`src/rtl/fetch_unit.sv`:
```
// Instruction-fetch / next-PC unit: owns the PC, fetches over a req/ack memory port
// and hands instructions to the decoder over valid/ready, applying redirects on accept.
module fetch_unit #(
  parameter int                WIDTH     = 32,
  parameter logic [WIDTH-1:0]  RESET_PC  = '0,
  parameter int                JIMM_BITS = 26
) (
  input  logic                 clk,
  input  logic                 resetN,
  output logic                 imemReq,
  output logic [WIDTH-1:0]     imemAddr,
  input  logic                 imemAck,
  input  logic [31:0]          imemData,
  output logic                 instrValid,
  input  logic                 instrReady,
  output logic [31:0]          instruction,
  output logic [WIDTH-1:0]     instrPc,
  output logic [WIDTH-1:0]     pcPlus4,
  input  logic                 redirectValid,
  input  logic [1:0]           redirectMode,
  input  logic [WIDTH-1:0]     branchOffset,
  input  logic [JIMM_BITS-1:0] jImm,
  input  logic [WIDTH-1:0]     regTarget,
  output logic                 fault,
  output logic [WIDTH-1:0]     instrCount
);

  typedef enum logic [1:0] {IDLE, REQ, HOLD, ERR} state_t;

  state_t           state_q, state_d;
  logic [WIDTH-1:0] pc_q, pc_d;
  logic             req_q, req_d;
  logic [WIDTH-1:0] addr_q, addr_d;
  logic [31:0]      instr_q, instr_d;
  logic [WIDTH-1:0] instr_pc_q, instr_pc_d;
  logic [WIDTH-1:0] pc_plus4_q, pc_plus4_d;
  logic             valid_q, valid_d;
  logic             fault_q, fault_d;
  logic [WIDTH-1:0] count_q, count_d;
  logic [WIDTH-1:0] next_pc;

  // Mode 3 (reserved) and an inactive redirect both fall through to sequential flow.
  function automatic logic [WIDTH-1:0] next_pc_f(
    input logic [WIDTH-1:0]     pc4,
    input logic                 rv,
    input logic [1:0]           mode,
    input logic [WIDTH-1:0]     off,
    input logic [JIMM_BITS-1:0] ji,
    input logic [WIDTH-1:0]     rt
  );
    logic [WIDTH-1:0] jfield;
    logic [WIDTH-1:0] hi_mask;
    jfield    = WIDTH'({ji, 2'b00});
    hi_mask   = ~WIDTH'({(JIMM_BITS+2){1'b1}});
    next_pc_f = pc4;
    if (rv) begin
      case (mode)
        2'd0:    next_pc_f = pc4 + (off << 2);
        2'd1:    next_pc_f = (pc4 & hi_mask) | jfield;
        2'd2:    next_pc_f = rt;
        default: next_pc_f = pc4;
      endcase
    end
  endfunction

  always_comb begin
    next_pc    = next_pc_f(pc_plus4_q, redirectValid, redirectMode,
                           branchOffset, jImm, regTarget);
    state_d    = state_q;
    pc_d       = pc_q;
    req_d      = req_q;
    addr_d     = addr_q;
    instr_d    = instr_q;
    instr_pc_d = instr_pc_q;
    pc_plus4_d = pc_plus4_q;
    valid_d    = valid_q;
    fault_d    = fault_q;
    count_d    = count_q;
    case (state_q)
      IDLE: begin
        state_d = REQ;
        req_d   = 1'b1;
        addr_d  = pc_q;
      end
      REQ: begin
        if (imemAck) begin
          state_d    = HOLD;
          req_d      = 1'b0;
          instr_d    = imemData;
          instr_pc_d = pc_q;
          pc_plus4_d = pc_q + WIDTH'(4);
          valid_d    = 1'b1;
        end
      end
      HOLD: begin
        if (instrReady) begin
          valid_d = 1'b0;
          count_d = count_q + WIDTH'(1);
          // A misaligned target parks the unit without moving the PC.
          if (next_pc[1:0] != 2'b00) begin
            state_d = ERR;
            fault_d = 1'b1;
          end else begin
            state_d = REQ;
            pc_d    = next_pc;
            addr_d  = next_pc;
            req_d   = 1'b1;
          end
        end
      end
      ERR: begin
        req_d   = 1'b0;
        valid_d = 1'b0;
        fault_d = 1'b1;
      end
      default: state_d = IDLE;
    endcase
  end

  always_ff @(posedge clk or negedge resetN) begin
    if (!resetN) begin
      state_q    <= IDLE;
      pc_q       <= RESET_PC;
      req_q      <= 1'b0;
      addr_q     <= RESET_PC;
      instr_q    <= '0;
      instr_pc_q <= RESET_PC;
      pc_plus4_q <= RESET_PC + WIDTH'(4);
      valid_q    <= 1'b0;
      fault_q    <= 1'b0;
      count_q    <= '0;
    end else begin
      state_q    <= state_d;
      pc_q       <= pc_d;
      req_q      <= req_d;
      addr_q     <= addr_d;
      instr_q    <= instr_d;
      instr_pc_q <= instr_pc_d;
      pc_plus4_q <= pc_plus4_d;
      valid_q    <= valid_d;
      fault_q    <= fault_d;
      count_q    <= count_d;
    end
  end

  assign imemReq     = req_q;
  assign imemAddr    = addr_q;
  assign instrValid  = valid_q;
  assign instruction = instr_q;
  assign instrPc     = instr_pc_q;
  assign pcPlus4     = pc_plus4_q;
  assign fault       = fault_q;
  assign instrCount  = count_q;

endmodule

```
`config.mk`:
```
export PLATFORM = sky130hd
export DESIGN_NAME = fetch_unit
export DESIGN_NICKNAME = d
export VERILOG_FILES = /design/src/rtl/fetch_unit.sv
export SDC_FILE = /design/constraint.sdc
export NUM_CORES = 1
export LEC_CHECK = 0
export ABC_CLOCK_PERIOD_IN_PS = 3600
export CAP_MARGIN = 20
export CORE_UTILIZATION = 49
export DETAILED_ROUTE_END_ITERATION = 10
export HOLD_SLACK_MARGIN = 0.08
export PLACE_DENSITY_LB_ADDON = 0.12
export SYNTH_ARGS = -nofsm -noshare
export SYNTH_HDL_FRONTEND = slang
export SYNTH_SLANG_ARGS = --single-unit
```
`constraint.sdc`:
```
create_clock -name clk -period 3.6 [get_ports clk]
set_input_delay 1.08 -clock clk [delete_from_list [all_inputs] [get_ports clk]]
set_output_delay 1.08 -clock clk [all_outputs]
set_load 0.05 [all_outputs]
```
# Word level (Yosys, flattened, before mapping)
# Cells that the tools add are included.
dict set report word_totals {
  regBits 197
  input_bits 129
  out_inout_bits 163
  word_cells 58
}
dict set report op_classes {
  addsub 3
  eq_ne 9
  mux 19
  bitwise 2
  reduce_logical 15
}
# operator count
set ops {}
lappend ops {{$mux W32} 3}
lappend ops {{$pmux W32 S3} 1}
lappend ops {{$pmux W32 S2} 1}
lappend ops {{$add A32 B1 Y32 const B} 1}
lappend ops {{$add A32 B3 Y32 const B} 1}
lappend ops {{$add A32 B32 Y32} 1}
lappend ops {{$or A32 B28 Y32} 1}
lappend ops {{$reduce_and A3 Y1} 6}
lappend ops {{$ne A2 B2 Y1 const B} 4}
lappend ops {{$mux W1} 7}
lappend ops {{$eq A2 B2 Y1 const B} 3}
lappend ops {{$mux W2} 3}
lappend ops {{$pmux W2 S3} 1}
lappend ops {{$reduce_bool A2 Y1} 3}
lappend ops {{$reduce_bool A3 Y1} 2}
lappend ops {{$eq A2 B1 Y1 const B} 2}
lappend ops {{$logic_not A2 Y1} 2}
lappend ops {{$pmux W1 S4} 1}
lappend ops {{$reduce_and A2 Y1} 2}
lappend ops {{$pmux W1 S3} 1}
lappend ops {{$pmux W1 S2} 1}
lappend ops {{$not A1 Y1} 1}

# Longest topological paths before layout
dict set report logic_depth {
  word_depth 7
  mapped_depth 12
  mapped_depth_nobuf 12
}

# Least setup slack after synthesis
# No wires, ideal clock.
dict set report synth_path {
  path_type {input-to-reg}
  startpoint {input port branchOffset[7]}
  endpoint {register pc_q[29]}
  setup_ns 0.125
  arrival_time_ns 3.221
  required_time_ns 3.475
  slack_ns 0.255
  cell_stages 10
  n_path_buf 0
  cell_sequence {ha_1 > and3_1 > and2_4 > a221oi_2 > o211a_1 > nor3_2 > nor4b_2 > nor3_1 > a211o_1 > mux2_2}
}
dict set report synth_via {
  elab_chain_len 3
}
# element line_no
set synth_rtl {}
lappend synth_rtl {{start: declaration} 21} ;# input logic [WIDTH-1:0] branchOffset,
lappend synth_rtl {{$add A32 B32 Y32} 58} ;# 2'd0: next_pc_f = pc4 + (off << 2);
lappend synth_rtl {{$pmux W32 S3} 57} ;# case (mode)
lappend synth_rtl {{$mux W32} 56} ;# if (rv) begin
lappend synth_rtl {{end signal: assignment} 134} ;# pc_q <= pc_d;
lappend synth_rtl {{end: declaration} 31} ;# logic [WIDTH-1:0] pc_q, pc_d;
# No other way between the ends.
# A chain may end at the register's enable or synchronous reset.

# Worst setup path after layout
dict set report layout_path {
  startpoint {input port branchOffset[12]}
  endpoint {register pc_q[29]}
}
# Same word-level chain as after synthesis.

==> out/results.ini <==
[placed_design]
detailedPlacementHpwl_um=25400
placed_cells=1748
gp_congestion=0.936
dp_slack_ns=-0.458
io_buffers=289
placed_area_mm2=0.0147

[floorplanning]
io_pins=292
die-area_mm2=0.0228
core_mm2=0.0218
initial_core_util=0.498
rows=54
die_w_um=151
die_y_um=151

[sta]
worst_slack_ns=0.0875
maxSlewViolCount=0
finalSetupViolCount=0
tightest_slew_ns=0.867
finalClockSkew_ns=0.0179
rsz0062_at_grt=true
fmax_mhz=285
max_slew_margin=0.422
min_period_ns=3.51
post-route-period-util=0.976
final_hold_viol_count=0

[worst_setup_path]
path_common_cell=buf_4
r2r-end=pc_q[29]
reg2reg_setup_slack_ns=0.61
path_buf_inv=3
cp_data_required_time_ns=3.92
cp_slowest_cell=clkdlybuf4s50_1
path_class=primary input to flop
r2r_start=pcPlus4[8]
cp-start-kind=primary input
cp.arrival_ns=3.83
crit_family=compound AO/OA/AOI/OAI gates
path_cells=clkdlybuf4s50_1 > ha_1 > a21oi_1 > nor2b_1 > o21ai_0 > a221o_1 > a221oi_1 > buf_4 > buf_4 > nor4b_2 > nor3_1 > a211o_1 > mux2_2
critPathCaptureType=flop
reg2reg_depth=10
path_max_fanout=4
cpPeakStageDelay_ns=0.41

[worst_hold_path]
hold_depth=2
hp-class=flop to flop
holdPathEnd=instrPc[24]
hold_start=instrPc[24]

[global_routing]
met1_usage=0.374
antenna_found_initial=0
use_met3=0.0503
grt_max_degree=74
grt.total_usage=0.295
grt_overflow=0
grt_pass1_vias=9411
busiest_layer=met2
grt_pass1_wl_um=51100
grtUsageMet2=0.509

[layout]
layout-drive-gt1-share=0.159
antenna_cells=0
fin_nets=1654
stdcell_count=1781
layout_common_cells=287 x clkdlybuf4s50_1, 194 x dfrtp_1, 161 x nand2_1
area_delta_synth_final_pct=41.6
design_area_mm2=0.0154
layout_commonest_cell=clkdlybuf4s50_1
fin_util=0.706

[clocking]
cts_tree=done
cts-root-buf=clkbuf_16
cts_hold_buf=0
clk_pin_slew_ns=0.07
clock-sinks=195
clk_latency_ns=0.44
numCtsBuffers=17
clockBufferDepth=2
htree_levels=4

[flow_run]
maxCapViolCount=0

[yosys]
synth_area_mm2=0.0109
synthArstFlopShare=1.00
synth_edf_count=0
yosys_warnings=0
synth_cell_types=72
syn_inst=1144
syn_avg_cell_area_um2=9.51
synth-seq-cells=195
seq_area_frac_synth=0.449
ys.flop_type=dfrtp_1
synthesis.nets=1310

[drt]
ant_nets=0
first_iter_violations=514
drc=0
firstDrtPassIters=8
vias=9907
wl_per_cell_um=18.8
wl_um=33500
vias_per_cell=5.56

[pwr]
power_density_mw_per_mm2=869
power_mw=13.4
vdd_drop_max_mv=0.618
p_leak_nw=6.95

[outcome]
status=completed

[power breakdown]
group / switching, mW / leakage [nW] / internal (mW) / total (mW)
Sequential: 0.824 / 2.50 / 3.00 / 3.82
Clock: 0.904 / 0.289 / 1.07 / 1.97
Combinational: 4.56 / 4.15 / 3.03 / 7.59
[registers in the layout, indices dropped and copies added (netlist names)]
register / flops
fault: 1
imemAddr: 32
imemReq: 1
instrCount: 32
instrPc: 32
instrValid: 1
instruction: 32
pcPlus4: 30
pc_q: 32
state_q: 2
[metal layers]
metal / vias to the layer above / share of wire / routed length, µm
met5: - / 0 / 0
met4: 0 / 0.026 / 875
met3: 49 / 0.048 / 1600
met2: 280 / 0.50 / 16800
met1: 4805 / 0.42 / 14200
li1: 4773 / - / -
[per-stage QoR]
| step | TNS [ns] | hold slack (ns) |
|---|---|---|
| final | 0 | 0.476 |
| after global routing | -0.207 | 0.491 |
| after CTS | 0 | 0.474 |
| after detailed placement | -10.82 | 0.460 |
| after global placement | -9.02 | 0.456 |
| after floorplan | 0 | 0.473 |
[what timing repair did]
item | CTS | global route
pin swaps | 1 | 10
gates cloned | 0 | 0
endpoints found under the setup margin | 3 | 21
setup buffers | 0 | 1
resized for setup | 1 | 17
[cells by family after synthesis]
group,share of synthesized area
compound gates,0.169
xor+xnor,0.0652
fa+ha+maj,0.0433
buf+inv,0.0324
flops,0.449
mux,0.0826
simple gates,0.159
[how the worst max path moves through the flow]
stage / cells past startpoint / slack, ns / startpoint / end
finish: 13 / 0.09 / branchOffset[12] / pc_q[29]
global route: 12 / -0.08 / branchOffset[14] / pc_q[30]
CTS: 11 / 0.03 / branchOffset[8] / pc_q[29]
detailed placement: 11 / -0.46 / branchOffset[6] / pc_q[29]
global placement: 13 / -0.41 / branchOffset[0] / imemAddr[24]
floorplan: 10 / 0.25 / branchOffset[7] / pc_q[29]
[Yosys cell counts (all sizes together) (11+ instances only)]
cell / number / area, µm²
mux2i: 11 / 110
nor2: 77 / 292
dfrtp: 194 / 4850
a21oi: 67 / 343
clkbuf: 55 / 206
buf: 15 / 71.3
inv: 20 / 75.1
xnor2: 48 / 420
xor2: 33 / 289
a21o: 29 / 218
nor3: 17 / 90.1
nand2: 162 / 608
nand4: 11 / 68.8
nand3: 45 / 225
o21ai: 86 / 430
mux2: 70 / 788
ha: 36 / 450
and3: 33 / 206
[tightest hold or removal path: stages (launching register included)]
cell and delay (ns):
dfrtp_1 0.34, nand2_1 0.04, o21ai_0 0.06
[layout make-up]
class,count,area [µm²]
inverters,20,75.1
multi-input cells,859,5750
clock inverters,14,169
fillers,1715,6420
well taps,280,350
flip-flops and latches,195,4880
repair buffers,395,3740
clock buffers,18,439
(Power assumes the default switching activity.)
